$ cat config.mk
export PLATFORM = sky130hd
export DESIGN_NAME = pipe_stage_skid
export DESIGN_NICKNAME = d
export VERILOG_FILES = /design/src/rtl/pipe_stage_skid.sv
export SDC_FILE = /design/constraint.sdc
export NUM_CORES = 1
export LEC_CHECK = 0
export CAP_MARGIN = 15
export CORE_MARGIN = 4
export CORE_UTILIZATION = 57
export DETAILED_ROUTE_END_ITERATION = 7
export DONT_BUFFER_PORTS = 1
export GPL_TIMING_DRIVEN = 0
export PLACE_DENSITY = 0.75
export SYNTH_ARGS = -nofsm -noshare
export SYNTH_HDL_FRONTEND = slang
export SYNTH_SLANG_ARGS = --single-unit
$ cat constraint.sdc
create_clock -name clk -period 1.4 [get_ports clk]
set_input_delay 0 -clock clk [delete_from_list [all_inputs] [get_ports clk]]
set_output_delay 0 -clock clk [all_outputs]
set_load 0.1 [all_outputs]
$ cat src/rtl/pipe_stage_skid.sv
//------------------------------------------------------------------------------
// Module   : pipe_stage_skid
// Brief    : Parametrised valid/ready pipeline stage with flush and an
//            optional 2-entry skid buffer; exports hazard info per entry.
// Revision : 1.0 - initial release
//------------------------------------------------------------------------------
`default_nettype none

module pipe_stage_skid #(
    parameter int DATA_W  = 96,
    parameter int RADDR_W = 5,
    parameter int SKID    = 1
) (
    input  logic               clk,
    input  logic               rst,
    input  logic               in_valid,
    output logic               in_ready,
    input  logic [DATA_W-1:0]  in_data,
    input  logic [RADDR_W-1:0] in_wr,
    input  logic               in_we,
    input  logic               flush,
    output logic               out_valid,
    input  logic               out_ready,
    output logic [DATA_W-1:0]  out_data,
    output logic [RADDR_W-1:0] out_wr,
    output logic               out_we,
    output logic [RADDR_W-1:0] haz_wr0,
    output logic               haz_we0,
    output logic [RADDR_W-1:0] haz_wr1,
    output logic               haz_we1,
    output logic [1:0]         occ
);

    typedef enum logic [1:0] {
        ST_EMPTY = 2'd0,
        ST_ONE   = 2'd1,
        ST_TWO   = 2'd2
    } state_t;

    state_t               r_state;
    state_t               w_state_nxt;

    logic [DATA_W-1:0]    r_head_data;
    logic [RADDR_W-1:0]   r_head_wr;
    logic                 r_head_we;
    logic [DATA_W-1:0]    r_skid_data;
    logic [RADDR_W-1:0]   r_skid_wr;
    logic                 r_skid_we;

    logic                 r_out_valid;
    logic                 r_out_we;
    logic                 r_haz_we1;
    logic [1:0]           r_occ;

    logic                 w_in_ready;
    logic                 w_accept;
    logic                 w_drain;
    logic                 w_load_head_in;
    logic                 w_load_head_skid;
    logic                 w_load_skid;
    logic                 w_head_we_nxt;
    logic                 w_skid_we_nxt;

    // Upstream ready: registered-state decode with a skid entry, otherwise
    // the classic combinational pass-through of downstream ready.
    if (SKID != 0) begin : g_skid_ready
        assign w_in_ready = !rst && (r_state != ST_TWO);
    end else begin : g_flow_ready
        assign w_in_ready = !rst && (!r_out_valid || out_ready);
    end

    assign w_accept = in_valid && w_in_ready;
    assign w_drain  = r_out_valid && out_ready;

    always_comb begin
        w_state_nxt      = r_state;
        w_load_head_in   = 1'b0;
        w_load_head_skid = 1'b0;
        w_load_skid      = 1'b0;
        if (flush) begin
            w_state_nxt = ST_EMPTY;
        end else begin
            case (r_state)
                ST_EMPTY: begin
                    if (w_accept) begin
                        w_state_nxt    = ST_ONE;
                        w_load_head_in = 1'b1;
                    end
                end
                ST_ONE: begin
                    if (w_accept && w_drain) begin
                        w_load_head_in = 1'b1;
                    end else if (w_accept) begin
                        // Unreachable without a skid entry: in_ready is low
                        // whenever the head is stuck.
                        if (SKID != 0) begin
                            w_state_nxt = ST_TWO;
                            w_load_skid = 1'b1;
                        end
                    end else if (w_drain) begin
                        w_state_nxt = ST_EMPTY;
                    end
                end
                ST_TWO: begin
                    if (w_drain) begin
                        w_state_nxt      = ST_ONE;
                        w_load_head_skid = 1'b1;
                    end
                end
                default: begin
                    w_state_nxt = ST_EMPTY;
                end
            endcase
        end
    end

    assign w_head_we_nxt = w_load_head_in   ? in_we     :
                           w_load_head_skid ? r_skid_we : r_head_we;
    assign w_skid_we_nxt = w_load_skid ? in_we : r_skid_we;

    always_ff @(posedge clk) begin
        if (rst) begin
            r_state     <= ST_EMPTY;
            r_head_data <= '0;
            r_head_wr   <= '0;
            r_head_we   <= 1'b0;
            r_skid_data <= '0;
            r_skid_wr   <= '0;
            r_skid_we   <= 1'b0;
            r_out_valid <= 1'b0;
            r_out_we    <= 1'b0;
            r_haz_we1   <= 1'b0;
            r_occ       <= 2'd0;
        end else begin
            r_state <= w_state_nxt;
            if (w_load_head_in) begin
                r_head_data <= in_data;
                r_head_wr   <= in_wr;
                r_head_we   <= in_we;
            end else if (w_load_head_skid) begin
                r_head_data <= r_skid_data;
                r_head_wr   <= r_skid_wr;
                r_head_we   <= r_skid_we;
            end
            if (w_load_skid) begin
                r_skid_data <= in_data;
                r_skid_wr   <= in_wr;
                r_skid_we   <= in_we;
            end
            // Valid-gated enables are precomputed so every output is a flop.
            r_out_valid <= (w_state_nxt != ST_EMPTY);
            r_out_we    <= (w_state_nxt != ST_EMPTY) && w_head_we_nxt;
            r_haz_we1   <= (w_state_nxt == ST_TWO) && w_skid_we_nxt;
            case (w_state_nxt)
                ST_ONE:  r_occ <= 2'd1;
                ST_TWO:  r_occ <= 2'd2;
                default: r_occ <= 2'd0;
            endcase
        end
    end

    assign in_ready  = w_in_ready;
    assign out_valid = r_out_valid;
    assign out_data  = r_head_data;
    assign out_wr    = r_head_wr;
    assign out_we    = r_out_we;
    assign haz_wr0   = r_head_wr;
    assign haz_we0   = r_out_we;
    assign haz_wr1   = r_skid_wr;
    assign haz_we1   = r_haz_we1;
    assign occ       = r_occ;

endmodule

`default_nettype wire

==> reports/results.txt, run 1 <==
The slew at the pin closest to its max-slew limit came out at 892 ps. The count of nets left with antenna violations after detail routing was 0; the initial antenna violation count was 1. The average detailed-routed wire length per instance was 22.1 um; the post-layout worst setup margin was -337 ps. The clock passes through at most 3 buffers. The post-synthesis register bit count is 211.

Hold is met by 44.1 ps. The wire length of the first global-routing pass is 38.7 mm, and the final weighted congestion of routability-driven global placement is 0.833. The completed layout was analyzed and its total power is 14.7 mW. The type of the worst setup path is reg2reg. The total number of placement rows is 43. The clock transition at the registers of the reported paths came out at 60 ps.

Power density of the placed cells: 1200 mW/mm^2. The worst pin sits at a relative slew slack of 40.6%. The period utilization is 124%. In the final layout, the multi-input gates occupy 0.00465 mm^2. The run gives 28.9% as the total global-route track usage.

Registers take 0.00439 mm^2. The most used flip-flop cell after synthesis is dfxtp_1. The count of pins over their slew limit is 0, and the fraction of layout instances using a drive strength above 1 is 39.8%. For this configuration, the core starts out at a cell density of 58.8%.

The tools report the number of standard cells in the layout, taps in and fillers out as 1,276. For the final database, setup skew stands at 11.4 ps. The worst setup path is captured at a flip-flop. The library cell used most frequently in the layout, excluding fill and tap cells, is nand2_1. After filler insertion, the fill cell instance count of the layout stands at 656. The synthesized netlist net count is 1,040. The count of buffers inserted at the top-level ports was 0; the final-stage net count was 1,187.

The number of clock buffers inserted by TritonCTS was 22; the final routed wirelength across all metal layers was 28.3 mm. Across the run, the number of max-cap violations was 0. The tools report the buffer cell driving the clock tree root as clkbuf_16. The DRC marker count from the first detailed-route iteration is 558, and the via count of the first global-routing pass is 7,392. The tools report the final global-route overflow total as 0. Entering global routing, the biggest net connects 14 pins. For the synthesized instance count, the log shows 933.

The worst hold-check path type was in2reg. Setup repair after global routing could not meet its margin everywhere. After synthesis, the share of flip-flops with an asynchronous set or reset is 0%.

The flow ran to the end, but the final reports show violations. In this run the static leakage power is 5.17 nW. The final reports fail on negative setup slack. The maximum fanout along the worst path works out to 10. Top cell type by total area after synthesis: dfxtp_1. Minimum period implied by the final worst setup slack: 1740 ps. The worst setup path is launched from a flip-flop. For the final routed database, the setup TNS stands at -41,890 ps.

Dividing the detail-routed via count by the number of cells gives 5.95. On the worst path, the slowest cell contributes a delay of 390 ps. TritonCTS built the clock tree. 225 I/O pins were placed.

Yosys mapped a number of flops with a built-in enable equal to 0. The wire-length estimate of the detail-placed layout is 14.8 mm. The data arrival time at the worst-slack endpoint was 2080 ps.

The share of the synthesized area in the top cell type was 51.2%. At the later pin of the worst-skew pair, clock insertion delay measures 500 ps. Of the synthesized area, sequential elements account for 51.2%. The setup violation total in the final timing report is 209, and the number of warning messages in the yosys log is 0.

The family with the most delay on the worst path was simple AND/OR/NAND/NOR gates. The number of placed instances with taps included is 1,113. Leaving out fill and tap cells, the most frequent cells in the layout are nand2_1 (145), dlygate4sd3_1 (106), dfxtp_2 (104). On the critical path, the stage with the largest delay is an instance of dfxtp_4. The core area is 0.0140 mm^2. For the cell area after technology mapping, the log shows 0.00825 mm^2.

The maximum frequency from static timing analysis is 576 MHz. Total buffers and inverters traversed by the critical path: 2. After detailed routing, the number of remaining DRC violations is 0. The routed layout has 7,590 vias.

The pre-antenna-repair detailed-routing pass consisted of 5 iterations. STA puts the critical path data required time at 1740 ps. The post-route cell area is 0.0122 mm^2, and the layout overhead on the synthesized area is 47.8%.

The count of cell types in the netlist came out at 26. The die is 128 um tall. The x dimension of the die was 128 um. The number of endpoints with negative hold slack in the final report came out at 0. The run gives 1 as the H-tree depth.

Ranked by total cell area, the synthesized netlist is headed by dfxtp_1 (51%), mux2i_1 (12%), nand2_1 (9.4%). The clock drives 211 sinks. VDD sags by at most 0.000981 V.

Traced cell by cell, the critical path runs through nor3b_4, nand3_4, buf_12, buf_6, mux2i_1, a211oi_2. A synthesized cell averages 8.85 um^2. Once placement finished, the instance area stood at 0.00889 mm^2. The floorplan step defined a die boundary enclosing 0.0165 mm^2.
registers in the layout (all words and copies together) (netlist names):
signal,count
out_data,96
r_state,2
out_valid,1
r_skid_data,96
haz_we0,1
haz_wr0,5
r_head_we,1
occ,2
r_skid_we,1
haz_we1,1
haz_wr1,5
routing by layer:
metal	global-route usage (%)	vias to the layer above	wire, um
met1	36.5	3698	10800
li1	-	3517	-
met4	9.18	0	1040
met2	48.1	295	14200
met5	0	-	0
met3	8.18	80	2200
power breakdown:
part	switching [mW]	internal [mW]	leakage [nW]	total [mW]
Combinational	0.705	0.533	3.04	1.24
Clock	2.37	3.58	0.366	5.95
Sequential	1.29	6.21	1.76	7.50
stage by stage:
step	setup WS, ps	util, %
CTS	-246	78.5
finish	-337	86.9
detailed placement	-310	63.3
global placement	-308	63.3
global route	-387	86.9
floorplan	-90.1	-
cell usage after synthesis, types with 2 or more instances:
master / count
a211oi_1: 102
mux2i_1: 102
nor2_1: 103
o41ai_1: 2
a21oi_1: 105
nand3_1: 3
clkbuf_1: 40
buf_1: 3
buf_2: 27
dfxtp_1: 211
nand2_1: 206
buf_4: 15
worst paths after layout:
kind	start	end	slack [ps]	cells after the start
max	r_state[1]$_SDFF_PP0_	out_data[53]$_SDFFE_PP0P_	-340	6
min	flush	out_data[61]$_SDFFE_PP0P_	40	5
max reg2reg	r_state[1]$_SDFF_PP0_	out_data[53]$_SDFFE_PP0P_	-340	6
min reg2reg	r_skid_data[27]$_SDFFE_PP0N_	r_skid_data[27]$_SDFFE_PP0N_	450	2
final cells by class:
| class | count | area share [%] |
|---|---|---|
| Multi-Input combinational cell | 636 | 38.1 |
| Sequential cell | 211 | 36.0 |
| Timing Repair Buffer | 123 | 11.0 |
| Buffer | 85 | 7.00 |
| Clock buffer | 32 | 5.32 |
| Tap cell | 180 | 1.85 |
| Clock inverter | 7 | 0.697 |
| Inverter | 1 | 0.0308 |
| Antenna cell | 1 | 0.0205 |
cell families (layout without fill, tap and decap cells):
kind of cell	Yosys count	in the layout	synth area share [%]
AOI/OAI and AO/OA	212	212	16.1
DFF	211	211	51.2
and+or+nand+nor	321	321	15.2
other	0	1	0
muxes	102	102	12.4
xor gates and xnor gates	1	1	0.106
buffers and inverters	86	248	5.00
tightest hold or removal path, delay by kind of cell:
kind                   cells  cell delay, ps
buffers and inverters      2             280
AO/OA/AOI/OAI              1              70
AND/OR/NAND/NOR            2             130
repair_timing:
item,4_1_cts,5_1_grt
hold endpoints to repair,211,4
hold buffers,104,2
pin swaps,5,56
gates resized for setup,66,335
cloned,4,5
buffers inserted,6,3
setup endpoints to repair,302,296
Power figures use the tool's default switching activity.
==> inputs of run 2 (changes only) <==
--- a/config.mk
+++ b/config.mk
@@ -6,12 +6,14 @@
 export NUM_CORES = 1
 export LEC_CHECK = 0
 export CAP_MARGIN = 15
+export CELL_PAD_IN_SITES_DETAIL_PLACEMENT = 1
+export CELL_PAD_IN_SITES_GLOBAL_PLACEMENT = 2
 export CORE_MARGIN = 4
-export CORE_UTILIZATION = 57
+export CORE_UTILIZATION = 33
 export DETAILED_ROUTE_END_ITERATION = 7
 export DONT_BUFFER_PORTS = 1
 export GPL_TIMING_DRIVEN = 0
-export PLACE_DENSITY = 0.75
+export PLACE_DENSITY = 0.74
 export SYNTH_ARGS = -nofsm -noshare
 export SYNTH_HDL_FRONTEND = slang
 export SYNTH_SLANG_ARGS = --single-unit
==> reports/results.txt, run 2 (synthesized netlist as in run 1, its figures left out) <==
The run finished, with violations left. The checks that failed: negative setup slack. Buffer cell driving the clock tree root: clkbuf_16. Worst supply voltage drop on vdd: 0.000888 V (-9.5%). The logs give 2,631 (+300%) for the count of filler cells inserted in the layout and 0 (-1) for the total inserted antenna cells. The run gives 4 (-1) as the detailed-routing iteration count for the pre-antenna-repair pass. The run gives 520 ps (+20 ps) as the later-pin clock latency in the skew report. The number of clock buffers inserted by TritonCTS is 24 (+9.1%). The detailed-route vias per instance was 5.13 (-14%). The final routed wirelength across all metal layers is 30.0 mm (+6.2%), and the share of total power consumed by net switching is 30.5% (+0.86 points). The worst slew margin relative to its limit was 30.4% (-10 points). The post-layout worst setup margin came out at -320 ps (+17.3 ps). The count of nets left with antenna violations after detail routing was 0 (unchanged).

Fraction of layout instances using a drive strength above 1: 32.8% (-7.0 points). The average detailed-routed wire length per instance was 20.9 um (-5.7%). Setup repair after global routing could not meet its margin everywhere. The type of the worst setup path is reg2reg.

The period utilization came out at 123% (-1.2 points). The minimum period implied by the final worst setup slack works out to 1720 ps (-17.3 ps). The tools report the total number of placement rows as 57 (+33%). Number of placed instances with taps included: 1,257 (+13%).

The total global-route track usage is 19.4% (-9.5 points), and the proportion of power drawn by the clock network is 40.5% (about the same). The flip-flop and latch area was 0.00429 mm^2 (-2.3%). The logs give 7,368 (-2.9%) for the overall via count from detail_route and 0 (unchanged) for the final global-route overflow total. Counting stages on the worst path, the most repeated cell is buf_12.

The logs give 0.0276 mm^2 (+68%) for the area of the die and 7,533 (+1.9%) for the via count of the first global-routing pass. TritonCTS built the clock tree. The power density of the placed cells came out at 1160 mW/mm^2 (-3.2%). The HPWL after detailed placement came out at 18.4 mm (+24%). The internal power of the cells came out at 10.2 mW (-1.6%).

The hold path startpoint is rst. The path class of the tightest hold or removal check is in2reg. Launch point of the worst reg-to-reg path: r_state[1]$_SDFF_PP0_. For the count of pins over their slew limit, the log shows 0 (unchanged). The die height is 166 um (+29%). The setup violation total in the final timing report was 292 (+40%). Tracing the worst setup path back leads to its startpoint at r_state[1]$_SDFF_PP0_. Maximum fanout along the worst path: 9 (-1). The library cell used most frequently in the layout, excluding fill and tap cells, is dfxtp_1. Grouping stages by cell kind, the critical path spends the most delay in simple AND/OR/NAND/NOR gates.

For the core area, the log shows 0.0245 mm^2 (+74%). The slew at the pin closest to its max-slew limit came out at 1040 ps (+151 ps). Final-stage net count: 1,204 (+1.4%). The largest individual stage delay along the critical path comes from the cell dfxtp_4.

Final weighted congestion of routability-driven global placement: 0.722 (-13%). The logs give 0 (-1) for the initial antenna violation count and 14.4 ps (+3.00 ps) for the worst-case clock skew. The kind of start point of the critical path is a flip-flop. The longest individual stage delay on the worst path is 380 ps (about the same), and the count of clock tree sinks is 211 (unchanged).

The clock transition at the registers of the reported paths was 60 ps (about the same). The layout overhead on the synthesized area was 52.2%; the starting density of the core was 33.7% (-25 points). The multi-input logic area is 0.00454 mm^2 (-2.4%). The count of buffers inserted at the top-level ports works out to 0 (unchanged).

The run gives 0 (unchanged) as the max-cap check violation count. The maximum number of buffers from clock root to sink was 3 (unchanged); the DRC marker count from the first detailed-route iteration was 270 (-52%). The aggregate negative setup slack was -55,200 ps (-13,310 ps). Worst setup timing slack at the placement stage: -452 ps (-142 ps). The tools report the nature of the critical path endpoint as a flip-flop. Leaving out fill and tap cells, the most frequent cells in the layout are dfxtp_1 (179), nand2_1 (132), dlygate4sd3_1 (107). The top-level port count is 225 (unchanged), and the maximum frequency from static timing analysis is 581 MHz (+1.0%). The logic gate share of total power came out at 8.4% (about the same). The number of standard cells in the layout, taps in and fillers out is 1,436 (+13%). The H-tree depth was 1 (unchanged). The largest net degree at the start of global routing is 13 (-1), and the tightest hold margin is 10.5 ps (-33.7 ps).

The x dimension of the die was 166 um (+29%). The tools report the net switching component of the power as 4.47 mW (+2.5%). The critical path goes through nor3b_4, nand3_4, buf_12, buf_12, mux2i_1, a211oi_2. The proportion of power drawn by flip-flops and latches was 51.1% (about the same); the number of endpoints with negative hold slack in the final report was 0 (unchanged).

For the data arrival time at the worst-slack endpoint, the log shows 2140 ps (+60 ps). The reported leakage power is 5.22 nW (+1.0%), and the number of remaining DRC errors is 0 (unchanged). The data required time of the critical path is 1820 ps (+80 ps), and the wire length of the first global-routing pass is 43.8 mm (+13%). The total buffers and inverters traversed by the critical path works out to 2 (unchanged).
run 2: worst paths after layout:
path | cells past startpoint | slack, ps | end
worst max-delay path | 6 | -320 | out_data[27]$_SDFFE_PP0P_
worst min-delay path | 3 | 10 | r_state[0]$_SDFF_PP0_
worst max register to register | 6 | -320 | out_data[27]$_SDFFE_PP0P_
worst min register to register | 2 | 460 | r_skid_data[71]$_SDFFE_PP0N_
run 2: tightest hold or removal path, delay by kind of cell:
family	cells	cell delay, ps
buffers and inverters	1	240
AND/OR/NAND/NOR	1	180
AO/OA/AOI/OAI	1	70
run 2: metal layers:
layer  global-route usage [%]  routed length [um]  vias up
met5                        0                   0        -
met4                     4.56                 686        0
met3                     5.62                1960       37
met2                     33.3               14700      175
met1                     24.2               12600     3619
li1                         -                   -     3537
run 2: cell type report:
class / instances / area share [%]
Clock inverter: 3 / 0.249
Clock buffer: 38 / 5.60
Tap cell: 324 / 3.23
Inverter: 1 / 0.0299
Buffer: 85 / 7.66
Timing Repair Buffer: 138 / 13.0
Sequential cell: 211 / 34.1
Multi-Input combinational cell: 636 / 36.2
run 2: power by group through the flow:
stage	combinational, mW	clock [mW]	sequential [mW]
floorplan	0.561	0	7.54
global placement	0.711	0	7.60
detailed placement	0.726	0	7.61
CTS	1.07	6.11	7.47
global route	1.33	6.34	7.49
finish	1.23	5.93	7.47
run 2: metrics by stage:
stage | instance area [um^2] | power, mW | utilization (%)
after floorplan | 8660 | 8.10 | -
after detailed placement | 9070 | 8.33 | 37.1
after CTS | 11100 | 14.7 | 45.5
after global routing | 12600 | 15.2 | 51.4
after global placement | 9070 | 8.32 | 37.1
final | 12600 | 14.6 | 51.4
run 2: timing repair:
| item | in CTS | in global routing |
|---|---|---|
| hold buffers | 104 | 3 |
| gates cloned | 0 | 18 |
| pin swaps | 3 | 57 |
| endpoints found under the setup margin | 301 | 293 |
| hold endpoints to repair | 211 | 6 |
| buffers inserted | 6 | 7 |
| resized for setup | 68 | 252 |
==> inputs of run 3 (changes only) <==
--- a/config.mk
+++ b/config.mk
@@ -5,15 +5,16 @@
 export SDC_FILE = /design/constraint.sdc
 export NUM_CORES = 1
 export LEC_CHECK = 0
+export ABC_AREA = 1
 export CAP_MARGIN = 15
 export CELL_PAD_IN_SITES_DETAIL_PLACEMENT = 1
 export CELL_PAD_IN_SITES_GLOBAL_PLACEMENT = 2
 export CORE_MARGIN = 4
-export CORE_UTILIZATION = 33
+export CORE_UTILIZATION = 31
 export DETAILED_ROUTE_END_ITERATION = 7
 export DONT_BUFFER_PORTS = 1
 export GPL_TIMING_DRIVEN = 0
-export PLACE_DENSITY = 0.74
+export PLACE_DENSITY = 0.75
 export SYNTH_ARGS = -nofsm -noshare
 export SYNTH_HDL_FRONTEND = slang
 export SYNTH_SLANG_ARGS = --single-unit
==> reports/results.txt, run 3 <==
The launch point of the critical path was out_valid$_SDFF_PP0_. The count of nets left with antenna violations after detail routing came out at 0 (unchanged). The signal on the critical path passes through nand2_4, nand2_4, nand2_4, buf_12, nor2_4, buf_6, buf_12, clkbuf_16, nand2_2, nand2_2, a21oi_2. The setup violation total in the final timing report was 213 (-27%); the later-pin clock latency in the skew report was 530 ps (about the same).

The tools report the aggregate negative setup slack as -72,930 ps (-17,730 ps). The tools report the number of clock buffers inserted by TritonCTS as 26 (+8.3%). The internal power of the cells came out at 10.9 mW (+7.2%). The fraction of layout instances using a drive strength above 1 came out at 29.3% (-3.5 points). The data arrival time at the worst-slack endpoint is 2250 ps (+110 ps). The tools report the overall power consumption as 15.8 mW (+7.8%). The maximum fanout along the worst path was 6 (-3); the proportion of power drawn by flip-flops and latches was 47.4% (-3.7 points).

The synthesized netlist net count is 1,408 (+35%). Ranked by total cell area, the synthesized netlist is headed by dfxtp_1 (45%), nand3_1 (11%), a21oi_1 (11%). The number of synthesized flops with an enable pin works out to 0 (unchanged). The share of the synthesized area in the top cell type was 45.4% (-5.7 points); the top-level port count was 225 (unchanged). The run gives 7 (+3) as the detailed-routing iteration count for the pre-antenna-repair pass. The clock transition at the registers of the reported paths is 60 ps (about the same). The tools report the number of warning messages in the yosys log as 0 (unchanged). The most frequent standard cell in the layout excluding fill and tap cells was nand3_1.

The area of the die was 0.0328 mm^2 (+19%); the final weighted congestion of routability-driven global placement was 0.775 (+7.4%). Core area: 0.0296 mm^2 (+21%). TritonCTS built the clock tree.

The commonest cells after synthesis are nand2_1 (216), dfxtp_1 (211), nand3_1 (208), a21oi_1 (202), inv_1 (111). X dimension of the die: 181 um (+9.0%). The final global-route overflow total is 0 (unchanged), and the initial antenna violation count is 3 (+3). The run gives 36.2 mm (+21%) as the final routed wirelength across all metal layers. The die height came out at 181 um (+9.0%). The final-stage net count was 1,572 (+31%); the wire length of the first global-routing pass was 55.8 mm (+27%).

The fraction of synthesis flops using an asynchronous set or reset pin is 0% (unchanged). The core utilization of the finished layout is 45.4% (-6.0 points). For the logic gate share of total power, the log shows 10.1% (+1.7 points). The number of remaining DRC errors was 0 (unchanged).

The starting density of the core was 31.4% (-2.4 points). In the layout the commonest cells are nand3_1 (199), a21oi_1 (179), o21ai_1 (148). Among all flip-flop cells after synthesis, the most frequent one is dfxtp_1. The data required time of the critical path came out at 1780 ps (-40 ps). Count of buffers inserted at the top-level ports: 0 (unchanged). STA classifies the critical path endpoint as a flip-flop. The detailed-route vias per instance came out at 5.06 (-1.4%).

The tree is rooted in a clkbuf_16. The count of cell types in the netlist is 19 (-27%), and the minimum period implied by the final worst setup slack is 1870 ps (+146 ps). The maximum frequency from static timing analysis was 536 MHz (-7.8%). The maximum number of buffers from clock root to sink is 3 (unchanged), and the average cell area after synthesis is 7.15 um^2 (-19%). The slowest stage of the critical path is the dfxtp_4 cell.

The run finished, with violations left. The run gives 20.6% (+1.2 points) as the total global-route track usage. The worst slew margin relative to its limit was 34.5% (+4.0 points). The overall via count from detail_route is 9,493 (+29%), and the post-synthesis register bit count is 211 (unchanged). The proportion of power drawn by the clock network came out at 42.5% (+2.0 points). The cell area after technology mapping was 0.00930 mm^2 (+13%).

The average detailed-routed wire length per instance is 19.3 um (-7.6%), and the slew at the pin closest to its max-slew limit is 982 ps (-60.6 ps). Setup repair after global routing could not meet its margin everywhere. The synthesized instance count was 1,301 (+39%). The top cell type by total area after synthesis is dfxtp_1. The tools report the kind of start point of the critical path as a flip-flop. The tools report the worst supply voltage drop on vdd as 0.000731 V (-18%).

The worst hold-check path type is in2reg. The logs give 4.87 mW (+8.9%) for the net switching component of the power and 9,942 (+32%) for the via count of the first global-routing pass. The most prevalent standard cell on the critical path is nand2_4. The run gives 47.3 ps (+36.8 ps) as the tightest hold margin. Post-layout worst setup margin: -466 ps (-146 ps). The portion of the post-synthesis area used by sequential elements was 45.4% (-5.7 points). For the max-cap check violation count, the log shows 0 (unchanged). The count of clock tree sinks is 211 (unchanged). The power density of the placed cells is 1170 mW/mm^2 (+0.62%). Launch point of the worst reg-to-reg path: out_valid$_SDFF_PP0_. The logs give 7.17 ps (-7.19 ps) for the worst-case clock skew and 5.35 nW (+2.4%) for the reported leakage power.

The worst hold path begins at flush. The checks that failed: negative setup slack. The number of endpoints with negative hold slack in the final report came out at 0 (unchanged).

The share of total power consumed by net switching was 30.9% (+0.33 points). The largest net degree at the start of global routing came out at 13 (unchanged). Compared with the post-synthesis result, the final layout area differs by 44.7%.

Yosys instantiated no cell more often than nand2_1. Total number of placement rows: 63 (+11%). Type of the worst setup path: reg2reg.

The run gives -470 ps (-150 ps) as the internal reg-to-reg setup slack. The run gives 313 (+16%) as the DRC marker count from the first detailed-route iteration. The longest individual stage delay on the worst path came out at 550 ps (+170 ps). The period utilization is 133% (+10 points), and the HPWL after detailed placement is 23.4 mm (+27%). The H-tree depth was 1 (unchanged); the count of pins over their slew limit was 0 (unchanged).
## run 3: cell types whose count changed after synthesis, sizes merged, moves of 2 or more
cell and delta:
o41ai -2, a21oi +97, inv +115, o21ai +201, nand2 +12, nor2 -89
clkbuf +7, buf +36, mux2i -102, a211oi -102, nand3 +205
## run 3: layout make-up
cell class / instances / area (um^2)
Fill cell: 3536 / 16200
Inverter: 116 / 440
Clock buffer: 41 / 788
Buffer: 128 / 1040
Clock inverter: 5 / 56.3
Timing Repair Buffer: 136 / 1690
Multi-Input combinational cell: 846 / 4560
Antenna cell: 3 / 7.51
Tap cell: 390 / 488
Sequential cell: 211 / 4380
## run 3: worst max-delay path: cells and delay by family (launching register included)
kind / cells / cell delay [ps]
compound gates: 1 / 50
flops: 1 / 550
simple gates: 6 / 470
buf+inv: 4 / 620
## run 3: path summary, 6_finish.rpt
check | endpoint | depth (start not counted)
worst max-delay path | out_data[4]$_SDFFE_PP0P_ | 11
worst min-delay path | r_head_we$_SDFF_PP0_ | 8
worst max register to register | out_data[4]$_SDFFE_PP0P_ | 11
worst min register to register | r_skid_data[78]$_SDFFE_PP0N_ | 2
## run 3: power by group through the flow
stage / Combinational [mW] / Sequential, mW / Clock (mW)
after global placement: 1.03 / 7.58 / 0
after global routing: 1.74 / 7.50 / 7.13
after detailed placement: 1.03 / 7.58 / 0
after CTS: 1.43 / 7.48 / 6.90
final: 1.59 / 7.48 / 6.70
after floorplan: 0.748 / 7.53 / 0
## run 3: cells by family after synthesis
family,share of synthesized area [%]
AO/OA/AOI/OAI,21.7
buffers and inverters,11.8
AND/OR/NAND/NOR,21.0
flip-flops,45.4
## run 3: per-layer routing
metal / track usage (%) / part of all wire [%] / wire length, um
met1: 27.5 / 45 / 16300
met2: 34.9 / 48 / 17500
met3: 4.11 / 5.3 / 1930
met4: 3.57 / 1.3 / 461
met5: 0 / 0.036 / 13
## run 3: stage by stage
| step | area [um^2] | std cells | setup slack [ps] |
|---|---|---|---|
| 3_3_place_gp | 9890 | 1691 | -667 |
| 2_1_floorplan | 9400 | 1301 | -144 |
| 3_5_place_dp | 9890 | 1691 | -733 |
| 6_report | 13500 | 1876 | -466 |
| 5_1_grt | 13500 | 1875 | -527 |
| 4_1_cts | 12900 | 1865 | -436 |
## run 3: repair_timing
action	CTS	global route
hold endpoints to repair	211	0
cloned	13	7
resized for setup	281	198
setup endpoints to repair	328	213
hold buffers	104	0
buffers inserted	11	3
pin swaps	24	18
